[src/rtl/control_sequencer.sv]
// Microcoded control sequencer: a step counter T0..T9 plus a halt mode, decoding
// one-hot bus control strobes from the current step, the opcode and a latched branch condition.
module control_sequencer #(
  parameter int BUS_WIDTH = 16
) (
  input  logic                 CLOCK,
  input  logic                 RESET,
  input  logic                 RUN,
  input  logic [BUS_WIDTH-1:0] INSTRUCTION,
  input  logic                 FLAG_C,
  input  logic                 FLAG_Z,
  output logic                 PC_ENABLE,
  output logic                 PC_COUNT,
  output logic                 PC_LOAD,
  output logic                 MAR_LOAD,
  output logic                 RAM_ENABLE,
  output logic                 RAM_LOAD,
  output logic                 IR_LOAD,
  output logic                 IR_ENABLE,
  output logic                 A_ENABLE,
  output logic                 A_LOAD,
  output logic                 B_LOAD,
  output logic                 ALU_ENABLE,
  output logic                 ALU_SUB,
  output logic                 FLAGS_LOAD,
  output logic                 OUT_LOAD,
  output logic [3:0]           STEP,
  output logic                 HALTED
);

  typedef enum logic {MODE_RUN, MODE_HALT} mode_t;

  localparam logic [3:0] OP_NOP = 4'h0;
  localparam logic [3:0] OP_LDA = 4'h1;
  localparam logic [3:0] OP_ADD = 4'h2;
  localparam logic [3:0] OP_SUB = 4'h3;
  localparam logic [3:0] OP_STA = 4'h4;
  localparam logic [3:0] OP_LDI = 4'h5;
  localparam logic [3:0] OP_JMP = 4'h6;
  localparam logic [3:0] OP_JC  = 4'h7;
  localparam logic [3:0] OP_JZ  = 4'h8;
  localparam logic [3:0] OP_OUT = 4'hE;
  localparam logic [3:0] OP_HLT = 4'hF;

  logic [3:0] opcode;
  logic       unused_operand;
  logic       fetch_only;
  logic       active;

  mode_t      mode_q, mode_d;
  logic [3:0] step_q, step_d;
  logic       cond_q, cond_d;
  logic       last_step, halt_req;

  logic pc_enable, pc_count, pc_load, mar_load, ram_enable, ram_load, ir_load;
  logic ir_enable, a_enable, a_load, b_load, alu_enable, alu_sub, flags_load, out_load;

  assign opcode         = INSTRUCTION[BUS_WIDTH-1 -: 4];
  assign unused_operand = ^INSTRUCTION[BUS_WIDTH-5:0];
  assign fetch_only     = (opcode == OP_NOP) || ((opcode >= 4'h9) && (opcode <= 4'hD));
  assign active         = RESET && RUN && (mode_q == MODE_RUN);

  always_ff @(posedge CLOCK) begin
    if (!RESET) begin
      mode_q <= MODE_RUN;
      step_q <= 4'd0;
      cond_q <= 1'b0;
    end else begin
      mode_q <= mode_d;
      step_q <= step_d;
      cond_q <= cond_d;
    end
  end

  // Microcode decode and step sequencing; every opcode's last step wraps to T0.
  always_comb begin
    pc_enable  = 1'b0;
    pc_count   = 1'b0;
    pc_load    = 1'b0;
    mar_load   = 1'b0;
    ram_enable = 1'b0;
    ram_load   = 1'b0;
    ir_load    = 1'b0;
    ir_enable  = 1'b0;
    a_enable   = 1'b0;
    a_load     = 1'b0;
    b_load     = 1'b0;
    alu_enable = 1'b0;
    alu_sub    = 1'b0;
    flags_load = 1'b0;
    out_load   = 1'b0;
    last_step  = 1'b0;
    halt_req   = 1'b0;
    mode_d     = mode_q;
    step_d     = step_q;
    cond_d     = cond_q;

    case (step_q)
      4'd0: pc_enable = 1'b1;
      4'd1: mar_load = 1'b1;
      4'd2: ram_enable = 1'b1;
      4'd3: begin
        ir_load   = 1'b1;
        pc_count  = 1'b1;
        last_step = fetch_only;
      end
      default: begin
        case (opcode)
          OP_LDA: begin
            case (step_q)
              4'd4: ir_enable = 1'b1;
              4'd5: mar_load = 1'b1;
              4'd6: ram_enable = 1'b1;
              4'd7: begin a_load = 1'b1; last_step = 1'b1; end
              default: last_step = 1'b1;
            endcase
          end
          OP_ADD, OP_SUB: begin
            case (step_q)
              4'd4: ir_enable = 1'b1;
              4'd5: mar_load = 1'b1;
              4'd6: ram_enable = 1'b1;
              4'd7: b_load = 1'b1;
              4'd8: begin
                alu_enable = 1'b1;
                alu_sub    = (opcode == OP_SUB);
              end
              4'd9: begin
                a_load     = 1'b1;
                flags_load = 1'b1;
                alu_sub    = (opcode == OP_SUB);
                last_step  = 1'b1;
              end
              default: last_step = 1'b1;
            endcase
          end
          OP_STA: begin
            case (step_q)
              4'd4: ir_enable = 1'b1;
              4'd5: begin mar_load = 1'b1; a_enable = 1'b1; end
              4'd6: begin ram_load = 1'b1; last_step = 1'b1; end
              default: last_step = 1'b1;
            endcase
          end
          OP_LDI: begin
            case (step_q)
              4'd4: ir_enable = 1'b1;
              4'd5: begin a_load = 1'b1; last_step = 1'b1; end
              default: last_step = 1'b1;
            endcase
          end
          OP_JMP: begin
            case (step_q)
              4'd4: ir_enable = 1'b1;
              4'd5: begin pc_load = 1'b1; last_step = 1'b1; end
              default: last_step = 1'b1;
            endcase
          end
          OP_JC, OP_JZ: begin
            case (step_q)
              4'd4: ir_enable = 1'b1;
              4'd5: begin pc_load = cond_q; last_step = 1'b1; end
              default: last_step = 1'b1;
            endcase
          end
          OP_OUT: begin
            case (step_q)
              4'd4: a_enable = 1'b1;
              4'd5: begin out_load = 1'b1; last_step = 1'b1; end
              default: last_step = 1'b1;
            endcase
          end
          OP_HLT: begin
            if (step_q == 4'd4) halt_req = 1'b1;
            else last_step = 1'b1;
          end
          default: last_step = 1'b1;
        endcase
      end
    endcase

    // The branch condition is captured on the T4 edge, once the opcode is valid.
    if (RUN && (mode_q == MODE_RUN)) begin
      if (step_q == 4'd4) cond_d = (opcode == OP_JZ) ? FLAG_Z : FLAG_C;
      if (halt_req) begin
        mode_d = MODE_HALT;
        step_d = 4'd0;
      end else if (last_step) begin
        step_d = 4'd0;
      end else begin
        step_d = step_q + 4'd1;
      end
    end
  end

  assign PC_ENABLE  = active & pc_enable;
  assign PC_COUNT   = active & pc_count;
  assign PC_LOAD    = active & pc_load;
  assign MAR_LOAD   = active & mar_load;
  assign RAM_ENABLE = active & ram_enable;
  assign RAM_LOAD   = active & ram_load;
  assign IR_LOAD    = active & ir_load;
  assign IR_ENABLE  = active & ir_enable;
  assign A_ENABLE   = active & a_enable;
  assign A_LOAD     = active & a_load;
  assign B_LOAD     = active & b_load;
  assign ALU_ENABLE = active & alu_enable;
  assign ALU_SUB    = active & alu_sub;
  assign FLAGS_LOAD = active & flags_load;
  assign OUT_LOAD   = active & out_load;
  assign STEP       = step_q;
  assign HALTED     = (mode_q == MODE_HALT);

endmodule

[config.mk]
export PLATFORM = sky130hd
export DESIGN_NAME = control_sequencer
export DESIGN_NICKNAME = d
export VERILOG_FILES = /design/src/rtl/control_sequencer.sv
export SDC_FILE = /design/constraint.sdc
export NUM_CORES = 1
export LEC_CHECK = 0
export BUFFER_PORTS_ARGS = -buffer_cell sky130_fd_sc_hd__buf_2
export CORE_ASPECT_RATIO = 1.25
export CORE_MARGIN = 2
export CORE_UTILIZATION = 40
export CTS_CLUSTER_DIAMETER = 120
export DETAILED_ROUTE_END_ITERATION = 16
export PLACE_DENSITY = 0.76
export SETUP_SLACK_MARGIN = 0.05
export SKIP_CTS_REPAIR_TIMING = 1
export SLEW_MARGIN = 10
export SYNTH_ARGS = -nofsm -noshare
export SYNTH_HDL_FRONTEND = slang
export SYNTH_SLANG_ARGS = --single-unit
[constraint.sdc]
create_clock -name CLOCK -period 3.12 [get_ports CLOCK]
set_clock_uncertainty 0.15 [all_clocks]
set_input_delay 0.312 -clock CLOCK [delete_from_list [all_inputs] [get_ports CLOCK]]
set_output_delay 0.312 -clock CLOCK [all_outputs]
set_load 0.01 [all_outputs]
-- Yosys cells after proc, flatten, opt, wreduce, memory -nomap -nowiden
Cells that the tools add are included.
- output and inout port bits: 20
- bits of input ports: 21
- register bits: 6
- logic and storage cells: 108
- mux-type cells: 45
- bitwise gates (word level): 15
- reductions and logical operators: 23
- $add $sub $neg: 1
- equality and inequality tests: 19
- $lt $le $gt $ge: 2
- operator list (operator ; number):
    2-to-1 mux 1 bit ; 36
    == test 4 x 3 -> 1 bit (second input constant) ; 8
    == test 4 bit (second input constant) ; 5
    == test 4 x 2 -> 1 bit (second input constant) ; 4
    OR reduction 3 bit ; 5
    bitwise AND 1 bit ; 14
    case mux 1 bit (2 select lines) ; 5
    == test 4 x 1 -> 1 bit (second input constant) ; 2
    logical NOT 4 bit ; 2
    2-to-1 mux 4 bit ; 2
    OR reduction 2 bit ; 4
    OR reduction 4 bit ; 2
    OR reduction 8 bit ; 1
    OR reduction 6 bit ; 1
    OR reduction 5 bit ; 1
    adder 4 x 1 -> 4 bit (second input constant) ; 1
    >= comparator 4 bit (second input constant) ; 1
    less-or-equal comparator 4 bit (second input constant) ; 1
    logical AND 1 bit ; 4
    case mux 1 bit (4 select lines) ; 1
    AND reduction 2 bit ; 2
    case mux 1 bit (3 select lines) ; 1
    logical OR 1 bit ; 1
    inverter 1 bit ; 1

-- Logic depth before layout (Yosys ltp)
Gate-level depths: netlist of the first run.
- word-level depth: 7
- depth in mapped cells: 8

-- Worst setup path after synthesis of the first run
OpenSTA, ideal clock, no wires.
- kind: reg-to-output
- start: reg step_q[3] (netlist: STEP[3])
- end: out A_LOAD
- data arrival time: 1827 ps
- slack: 831 ps
- buffers on the path: 1
- cell stages (with the launch flop): 7
- required time: 2658 ps
- cells stage by stage: dfxtp_1 > clkbuf_1 > nor2b_1 > nand2_1 > o22ai_1 > a21oi_1 > a2111oi_0
- cells in the longest elaborated chain, start to end: 5
- ends and longest elaborated chain (what ; RTL line ; RTL):
    start, declared ; 51 ; logic [3:0] step_q, step_d;
    start signal, assigned ; 70 ; step_q <= step_d;
    == test 4 x 3 -> 1 bit, or another cell as far along ; 146 ; case (step_q)
    2-to-1 mux 1 bit, on equally long branches ; 146, 110, 119 ;
    case mux 1 bit (3 select lines) ; 108 ; case (opcode)
    2-to-1 mux 1 bit * ; 98 ; case (step_q)
    bitwise AND 1 bit * ; 205 ; assign A_LOAD = active & a_load;
    end, declared ; 21 ; output logic A_LOAD,
Every way passes the cells marked *; elsewhere a longest branch is shown, timed or not.

-- Final worst setup path of the first run
- start: reg step_q[2] (netlist: STEP[2])
- end: out A_LOAD
Same word-level chain as after synthesis.

==> results of run 1 <==
[cell usage after synthesis (2+ instances only)]
| library cell | n | area (µm²) |
|---|---|---|
| dfxtp_1 | 6 | 120.1 |
| a211oi_1 | 2 | 15.01 |
| a31oi_1 | 3 | 18.77 |
| nand3_1 | 6 | 30.03 |
| a21oi_1 | 3 | 15.01 |
| nor3_1 | 6 | 30.03 |
| a32oi_1 | 2 | 17.52 |
| nand2b_1 | 5 | 31.28 |
| nor3b_1 | 2 | 15.01 |
| nor4_1 | 2 | 12.51 |
| nor2b_1 | 8 | 50.05 |
| nand2_1 | 15 | 56.30 |
| and3_1 | 2 | 12.51 |
| inv_1 | 4 | 15.01 |
| o21ai_0 | 5 | 25.02 |
| nor2_1 | 10 | 37.54 |
| ha_1 | 4 | 50.05 |
| clkbuf_1 | 5 | 18.77 |
[sequential cells by signal (all words and copies together) (netlist names)]
signal	count
STEP	4
HALTED	1
cond_q	1
[per-layer routing]
metal	global-route usage (%)	part of all wire, %
met2	32.60	52
met5	0	0
met4	6.061	0.87
met1	22.31	41
met3	2.389	6.8
[kinds of logic after synthesis]
kind of cell	share of synthesized area [%]
compound gates	25.76
buf+inv	7.359
mux	1.280
fa+ha+maj	6.400
simple gates	42.72
flops	15.36
xor+xnor	1.120
[worst max-delay path by stage]
stage               startpoint  endpoint  cells after the start
finish                 STEP[2]    A_LOAD                      6
CTS                    STEP[2]    A_LOAD                      6
global placement       STEP[1]   STEP[1]                      8
floorplan              STEP[3]    A_LOAD                      6
global route           STEP[2]    A_LOAD                      6
detailed placement     STEP[1]   STEP[1]                      8
[area by class of cell]
cell class	count	area, µm²	share of cell area (%)
multi-input combinational	95	604.3	65.27
timing repair buffer	28	140.1	15.14
sequential	6	120.1	12.97
tap	19	23.77	2.568
clock buffer	3	22.52	2.432
inverter	4	15.01	1.622
[per-stage QoR]
stage,hold WS [ns],utilization (%),cells
2_1_floorplan,0.3157,-,113
3_3_place_gp,0.3313,49.97,152
3_5_place_dp,0.3472,49.97,152
4_1_cts,0.2255,51.21,155
5_1_grt,0.2520,51.21,155
6_report,0.2358,51.21,155
[power by group through the flow]
stage | clock network [W] | logic (W) | registers, W
global route | 0.0000779 | 0.0000697 | 0.0000833
finish | 0.0000728 | 0.0000630 | 0.0000826
detailed placement | 0 | 0.0000623 | 0.0000842
CTS | 0.0000760 | 0.0000626 | 0.0000827
global placement | 0 | 0.0000611 | 0.0000840
floorplan | 0 | 0.0000442 | 0.0000842
==> flow_summary.yaml, run 1 <==
finish:
  final_nets: 163
  drive_gt1_share_pct: 24.26
  final_common_cell: "buf_2"
  layout_common_cells: "28 x buf_2, 15 x nand2_1, 10 x nor2_1, 8 x nor2b_1"
  diodes: 0
  fin_area_um2: 925.9
  fillers: 189
  area_growth_pct: 18.40
clock_network:
  clockRootBuffer: "clkbuf_4"
  clkTransAtPathRegs_ns: 0.04
  clock_path_buffers: 2
  cts_max_level: 1
  cts.sinks: 6
  numCtsBuffers: 3
  cts_tree: "built"
  insertion_delay_ns: 0.25
synthesis:
  synthCells: 113
  avgSynthCellArea_um2: 6.920
  syn_nets: 138
  ys.flop_type: "dfxtp_1"
  ys_types: 41
  synth_area_um2: 782.0
  synth_edf_count: 0
  async_reset_ff_share_pct: 0
  yosysSeqAreaShare_pct: 15.36
  ys_ff_latch: 6
  yosysWarnings: 0
die:
  pin_count: 41
  rows: 17
  die_w_um: 43.55
  start_util_pct: 43.25
  dieArea_um2: 2327
  die_h_um: 53.44
  core_um2: 1808
critical_path:
  crit_path_start_kind: "flop"
  arrival_ns: 2.12
  r2r_cells: 8
  critPathSlowestCell: "dfxtp_1"
  crit_path_end_kind: "output port"
  crit_chain: "nor2b_1 > nand2_1 > nor4_1 > a21oi_1 > a2111oi_0 > buf_2"
  rrSetupSlack_ns: 0.80
  rr_startpoint: "STEP[1]"
  critPathMaxStageDelay_ns: 0.56
  path_delay_family: "simple AND/OR/NAND/NOR gates"
  crit_type: "reg -> out"
  cp.buffers_inverters: 1
  worstPathRequired_ns: 2.66
  r2r_end: "STEP[1]"
  crit_fanout: 14
pwr:
  intPower_w: 0.0001460
  sw_frac_of_total_pct: 33.16
  powerDensity_nw_per_um2: 235.9
  power_w: 0.0002184
  leakagePower_nw: 0.3950
  ir_drop_v: 0.0002715
  p_switching_w: 0.00007242
  pwr-share-comb_pct: 28.9
  pwr-share-seq_pct: 37.8
  clkPwrFrac_pct: 33.3
sta:
  maxSlewHeadroom_pct: 72.54
  fin_crit_sh_pct: 82.91
  setup-violations-final: 0
  min_period_ns: 2.587
  setup_tns_ns: 0
  grt_setup_unrepaired: "no"
  final.setup.worst_slack_ns: 0.5333
  fmax_ghz: 0.3866
  hold_viol: 0
  drv_slew: 0
  worstMarginPinSlew_ns: 0.4085
place:
  gp_routability_congestion: 0.8425
  io_buffers: 28
  post-place-ws_ns: 0.8264
  placed_area_um2: 903.4
  dp_hpwl_um: 1572
drt:
  drc_errors: 0
  antenna_left: 0
  drtIter0Drc: 23
  viasPerCell: 6.065
  drtPass1Iterations: 4
  num_vias: 940
  wl_per_cell_um: 13.37
  drt_wl_total_um: 2073
run_status:
  outcome: "finished, final reports clean"
global_route:
  grt_usage_pct: 18.36
  grt_max_degree: 17
  grt_pass1_vias: 786
  grt_pass1_wl_um: 3305
  antenna_found_initial: 0
  overflow: 0
hold_path:
  hold-path-endpoint: "HALTED"
  worstHoldStart: "RESET"
  hold_path_depth: 2
  holdCritPathClass: "in -> reg"
job:
  maxCapViolations: 0
(Power assumes the default switching activity.)
==> inputs of run 2 (changes only) <==
--- a/config.mk
+++ b/config.mk
@@ -11,7 +11,7 @@
 export CORE_UTILIZATION = 40
 export CTS_CLUSTER_DIAMETER = 120
 export DETAILED_ROUTE_END_ITERATION = 16
-export PLACE_DENSITY = 0.76
+export PLACE_DENSITY = 0.79
 export SETUP_SLACK_MARGIN = 0.05
 export SKIP_CTS_REPAIR_TIMING = 1
 export SLEW_MARGIN = 10
==> constraint.sdc (replaced) <==
create_clock -name CLOCK -period 2.2 [get_ports CLOCK]
set_clock_uncertainty 0.15 [all_clocks]
set_input_delay 0.22 -clock CLOCK [delete_from_list [all_inputs] [get_ports CLOCK]]
set_output_delay 0.22 -clock CLOCK [all_outputs]
set_load 0.01 [all_outputs]
==> flow_summary.yaml, run 2 (same netlist as run 1, synthesis figures left out) <==
clock_network:
  insertion_delay_ns: 0.25
  cts_max_level: 1
  clkTransAtPathRegs_ns: 0.05
  cts.sinks: 6
  clockRootBuffer: "clkbuf_4"
  cts_tree: "built"
  clock_path_buffers: 2
  numCtsBuffers: 3
finish:
  area_growth_pct: 33.44
  diodes: 0
  largest_reg_flops: 4
  fin_area_um2: 1044
  final_nets: 171
  drive_gt1_share_pct: 36.11
  final_common_cell: "buf_2"
  layout_common_cells: "28 x buf_2, 15 x nand2_1, 10 x nor2_1, 8 x buf_4"
drt:
  drtPass1Iterations: 5
  antenna_left: 0
  num_vias: 962
  drc_errors: 0
  drt_wl_total_um: 2221
  drtIter0Drc: 30
  wl_per_cell_um: 13.63
  viasPerCell: 5.902
critical_path:
  r2r_end: "STEP[1]"
  crit_fanout: 6
  crit_path_start_kind: "flop"
  crit_type: "reg -> out"
  r2r_cells: 7
  worstPathRequired_ns: 1.83
  endpoint: "A_LOAD"
  crit_path_end_kind: "output port"
  arrival_ns: 1.69
  startpoint: "STEP[1]"
  rrSetupSlack_ns: 0.20
  rr_startpoint: "STEP[0]"
global_route:
  grt_pass1_vias: 804
  overflow: 0
  grt_max_degree: 16
  grt_pass1_wl_um: 3367
  grt_usage_pct: 19.00
  antenna_found_initial: 0
die:
  rows: 17
  die_h_um: 53.44
  die_w_um: 43.55
  core_um2: 1808
  start_util_pct: 43.25
  dieArea_um2: 2327
  pin_count: 41
sta:
  worstMarginPinSlew_ns: 0.4493
  maxSlewHeadroom_pct: 69.95
  min_period_ns: 2.058
  setup-violations-final: 0
  grt_setup_unrepaired: "yes"
  hold_viol: 0
  final.setup.worst_slack_ns: 0.1416
  fmax_ghz: 0.4858
  drv_slew: 0
  fin_crit_sh_pct: 93.56
place:
  dp_hpwl_um: 1687
  post-place-ws_ns: 0.07075
  placed_area_um2: 964.7
  io_buffers: 28
  gp_routability_congestion: 0.8884
hold_path:
  holdCritPathClass: "in -> reg"
pwr:
  ir_drop_v: 0.0002797
  powerDensity_nw_per_um2: 314.6
  leakagePower_nw: 0.4371
run_status:
  outcome: "finished, final reports clean"
job:
  maxCapViolations: 0
## run 2: layout make-up
type	count	area (µm²)
clock buffer	3	22.52
sequential	6	122.6
tap	19	23.77
multi-input combinational	95	659.4
inverter	4	15.01
timing repair buffer	36	200.2
fill	170	764.5
## run 2: layer usage
metal / GRT usage (%) / up-vias / wire [µm]
met5: 0 / - / 0
met4: 9.596 / 0 / 34
met3: 1.365 / 6 / 120
met2: 34.56 / 38 / 1151
met1: 21.75 / 441 / 914
li1: - / 477 / -
## run 2: worst min-delay path by stage
stage | depth (start not counted) | slack, ns | end | start
global placement | 1 | 0.33 | HALTED | HALTED
detailed placement | 1 | 0.35 | cond_q | cond_q
global route | 2 | 0.16 | cond_q | RESET
finish | 2 | 0.16 | HALTED | RESET
floorplan | 3 | 0.31 | STEP[2] | INSTRUCTION[15]
CTS | 2 | 0.15 | cond_q | RESET
## run 2: power by group
part	leakage (nW)	internal, W	switching (W)
clock network	0.0138	0.0000618	0.0000419
registers	0.0495	0.000113	0.00000375
logic	0.374	0.0000441	0.0000640
## run 2: stage by stage
| stage | utilization (%) | power, W | hold WS, ns | cells | setup TNS [ns] |
|---|---|---|---|---|---|
| finish | 57.72 | 0.0003283 | 0.1567 | 163 | 0 |
| global placement | 53.36 | 0.0002147 | 0.3324 | 160 | 0 |
| floorplan | - | 0.0001823 | 0.3063 | 113 | 0 |
| detailed placement | 53.36 | 0.0002171 | 0.3482 | 160 | 0 |
| global route | 57.72 | 0.0003469 | 0.1624 | 163 | 0 |
| CTS | 54.60 | 0.0003205 | 0.1538 | 163 | -0.03705 |
## run 2: critical path, stage by stage, from the launching register on
cell and delay [ns]:
dfxtp_1 0.32, buf_4 0.14, ha_4 0.16, nand2_1 0.08
nor4_2 0.15, a21oi_1 0.08, a2111oi_2 0.32, buf_2 0.18
==> inputs of run 3 (changes only) <==
--- a/config.mk
+++ b/config.mk
@@ -5,13 +5,13 @@
 export SDC_FILE = /design/constraint.sdc
 export NUM_CORES = 1
 export LEC_CHECK = 0
-export BUFFER_PORTS_ARGS = -buffer_cell sky130_fd_sc_hd__buf_2
+export BUFFER_PORTS_ARGS = -buffer_cell sky130_fd_sc_hd__buf_4
 export CORE_ASPECT_RATIO = 1.25
 export CORE_MARGIN = 2
 export CORE_UTILIZATION = 40
 export CTS_CLUSTER_DIAMETER = 120
 export DETAILED_ROUTE_END_ITERATION = 16
-export PLACE_DENSITY = 0.79
+export PLACE_DENSITY = 0.78
 export SETUP_SLACK_MARGIN = 0.05
 export SKIP_CTS_REPAIR_TIMING = 1
 export SLEW_MARGIN = 10
==> flow_summary.yaml, run 3 (same netlist as run 1, synthesis figures left out) <==
run_status:
  outcome: "finished, final reports clean"
die:
  rows: 17
  die_h_um: 53.44
  die_w_um: 43.55
  start_util_pct: 43.25
  pin_count: 41
  core_um2: 1808
  dieArea_um2: 2327
finish:
  layout_common_cells: "35 x buf_4, 15 x nand2_1, 10 x nor2_1, 6 x nand3_1"
  largest_reg_flops: 4
  fillers: 164
  fin_area_um2: 1084
  final_nets: 170
  diodes: 0
  area_growth_pct: 38.56
  multi_input_area_um2: 636.9
  final_common_cell: "buf_4"
  seqCellArea_um2: 122.6
  instances_no_fill: 162
  drive_gt1_share_pct: 34.97
sta:
  hold_viol: 0
  maxSlewHeadroom_pct: 69.59
  setup-violations-final: 0
  fmax_ghz: 0.4983
  min_period_ns: 2.007
  drv_slew: 0
  fin_crit_sh_pct: 91.22
  grt_setup_unrepaired: "no"
  setup_tns_ns: 0
  holdWs_ns: 0.1157
  final.setup.worst_slack_ns: 0.1932
  worstMarginPinSlew_ns: 0.4550
pwr:
  powerDensity_nw_per_um2: 305.7
  ir_drop_v: 0.0003801
  leakagePower_nw: 0.4414
drt:
  drt_wl_total_um: 2190
  wl_per_cell_um: 13.52
  drtPass1Iterations: 4
  viasPerCell: 5.778
  drc_errors: 0
  antenna_left: 0
  num_vias: 936
  drtIter0Drc: 15
critical_path:
  crit_path_start_kind: "flop"
  critPathMaxStageDelay_ns: 0.33
  crit_type: "reg -> out"
  r2r_cells: 9
  r2r_end: "STEP[1]"
  crit_path_end_kind: "output port"
  rr_startpoint: "STEP[1]"
  crit_path_frequent_cell: "nor2_1"
  arrival_ns: 1.64
  rrSetupSlack_ns: 0.23
  crit_chain: "inv_1 > ha_1 > nand2_1 > nor2_1 > a32oi_1 > nor2_1 > buf_4"
  crit_fanout: 6
  critPathSlowestCell: "dfxtp_2"
  worstPathRequired_ns: 1.83
clock_network:
  numCtsBuffers: 3
  clockRootBuffer: "clkbuf_4"
  clkTransAtPathRegs_ns: 0.04
  cts_tree: "built"
  cts.sinks: 6
  cts_max_level: 1
  clock_path_buffers: 2
  insertion_delay_ns: 0.24
place:
  dp_hpwl_um: 1702
  post-place-ws_ns: 0.1014
  place_inst: 159
  placed_area_um2: 1027
  gp_routability_congestion: 0.8279
  io_buffers: 28
hold_path:
  holdCritPathClass: "in -> reg"
  hold-path-endpoint: "HALTED"
  worstHoldStart: "RESET"
  hold_path_depth: 2
global_route:
  overflow: 0
  grt_pass1_wl_um: 3663
  grt_max_degree: 17
  antenna_found_initial: 0
  grt_pass1_vias: 881
  grt_usage_pct: 20.24
job:
  maxCapViolations: 0
## run 3: cell count changes in the layout (fill, tap and decap cells not counted), sizes merged
cell  delta
buf      -1
## run 3: where the power goes
group	internal (W)	switching, W
Sequential	0.000113	0.00000251
Combinational	0.0000500	0.0000639
Clock	0.0000617	0.0000403
Total	0.000224	0.000107
## run 3: metal layers
layer	vias up	global-route usage, %	wire [µm]
met1	431	24.29	957
met5	-	0	0
met2	29	35.54	1118
li1	474	-	-
met3	2	3.072	94
met4	0	7.576	19
## run 3: layout make-up
cell class | instances | share of cell area [%]
flip-flops and latches | 6 | 11.32
repair buffers | 35 | 24.25
well taps | 19 | 2.194
multi-input cells | 95 | 58.78
inverters | 4 | 1.386
clock buffers | 3 | 2.079
## run 3: worst max-delay path: cells and delay by family, from the launching register on
family / cells / cell delay (ns)
adder cells (fa/ha/maj): 1 / 0.29
flip-flops: 1 / 0.33
AND/OR/NAND/NOR: 3 / 0.41
buffers and inverters: 2 / 0.26
AO/OA/AOI/OAI: 1 / 0.10
## run 3: metrics by stage
| step | power (W) | util [%] |
|---|---|---|
| final | 0.0003312 | 59.93 |
| after global routing | 0.0003523 | 59.93 |
| after CTS | 0.0003276 | 58.06 |
| after detailed placement | 0.0002251 | 56.82 |
| after global placement | 0.0002231 | 56.82 |
| after floorplan | 0.0001823 | - |
## run 3: worst max path at each step
stage,from,endpoint
floorplan,STEP[0],STEP[1]
global placement,STEP[0],STEP[1]
detailed placement,STEP[0],STEP[1]
CTS,STEP[3],A_LOAD
global route,STEP[0],A_ENABLE
finish,STEP[0],A_ENABLE
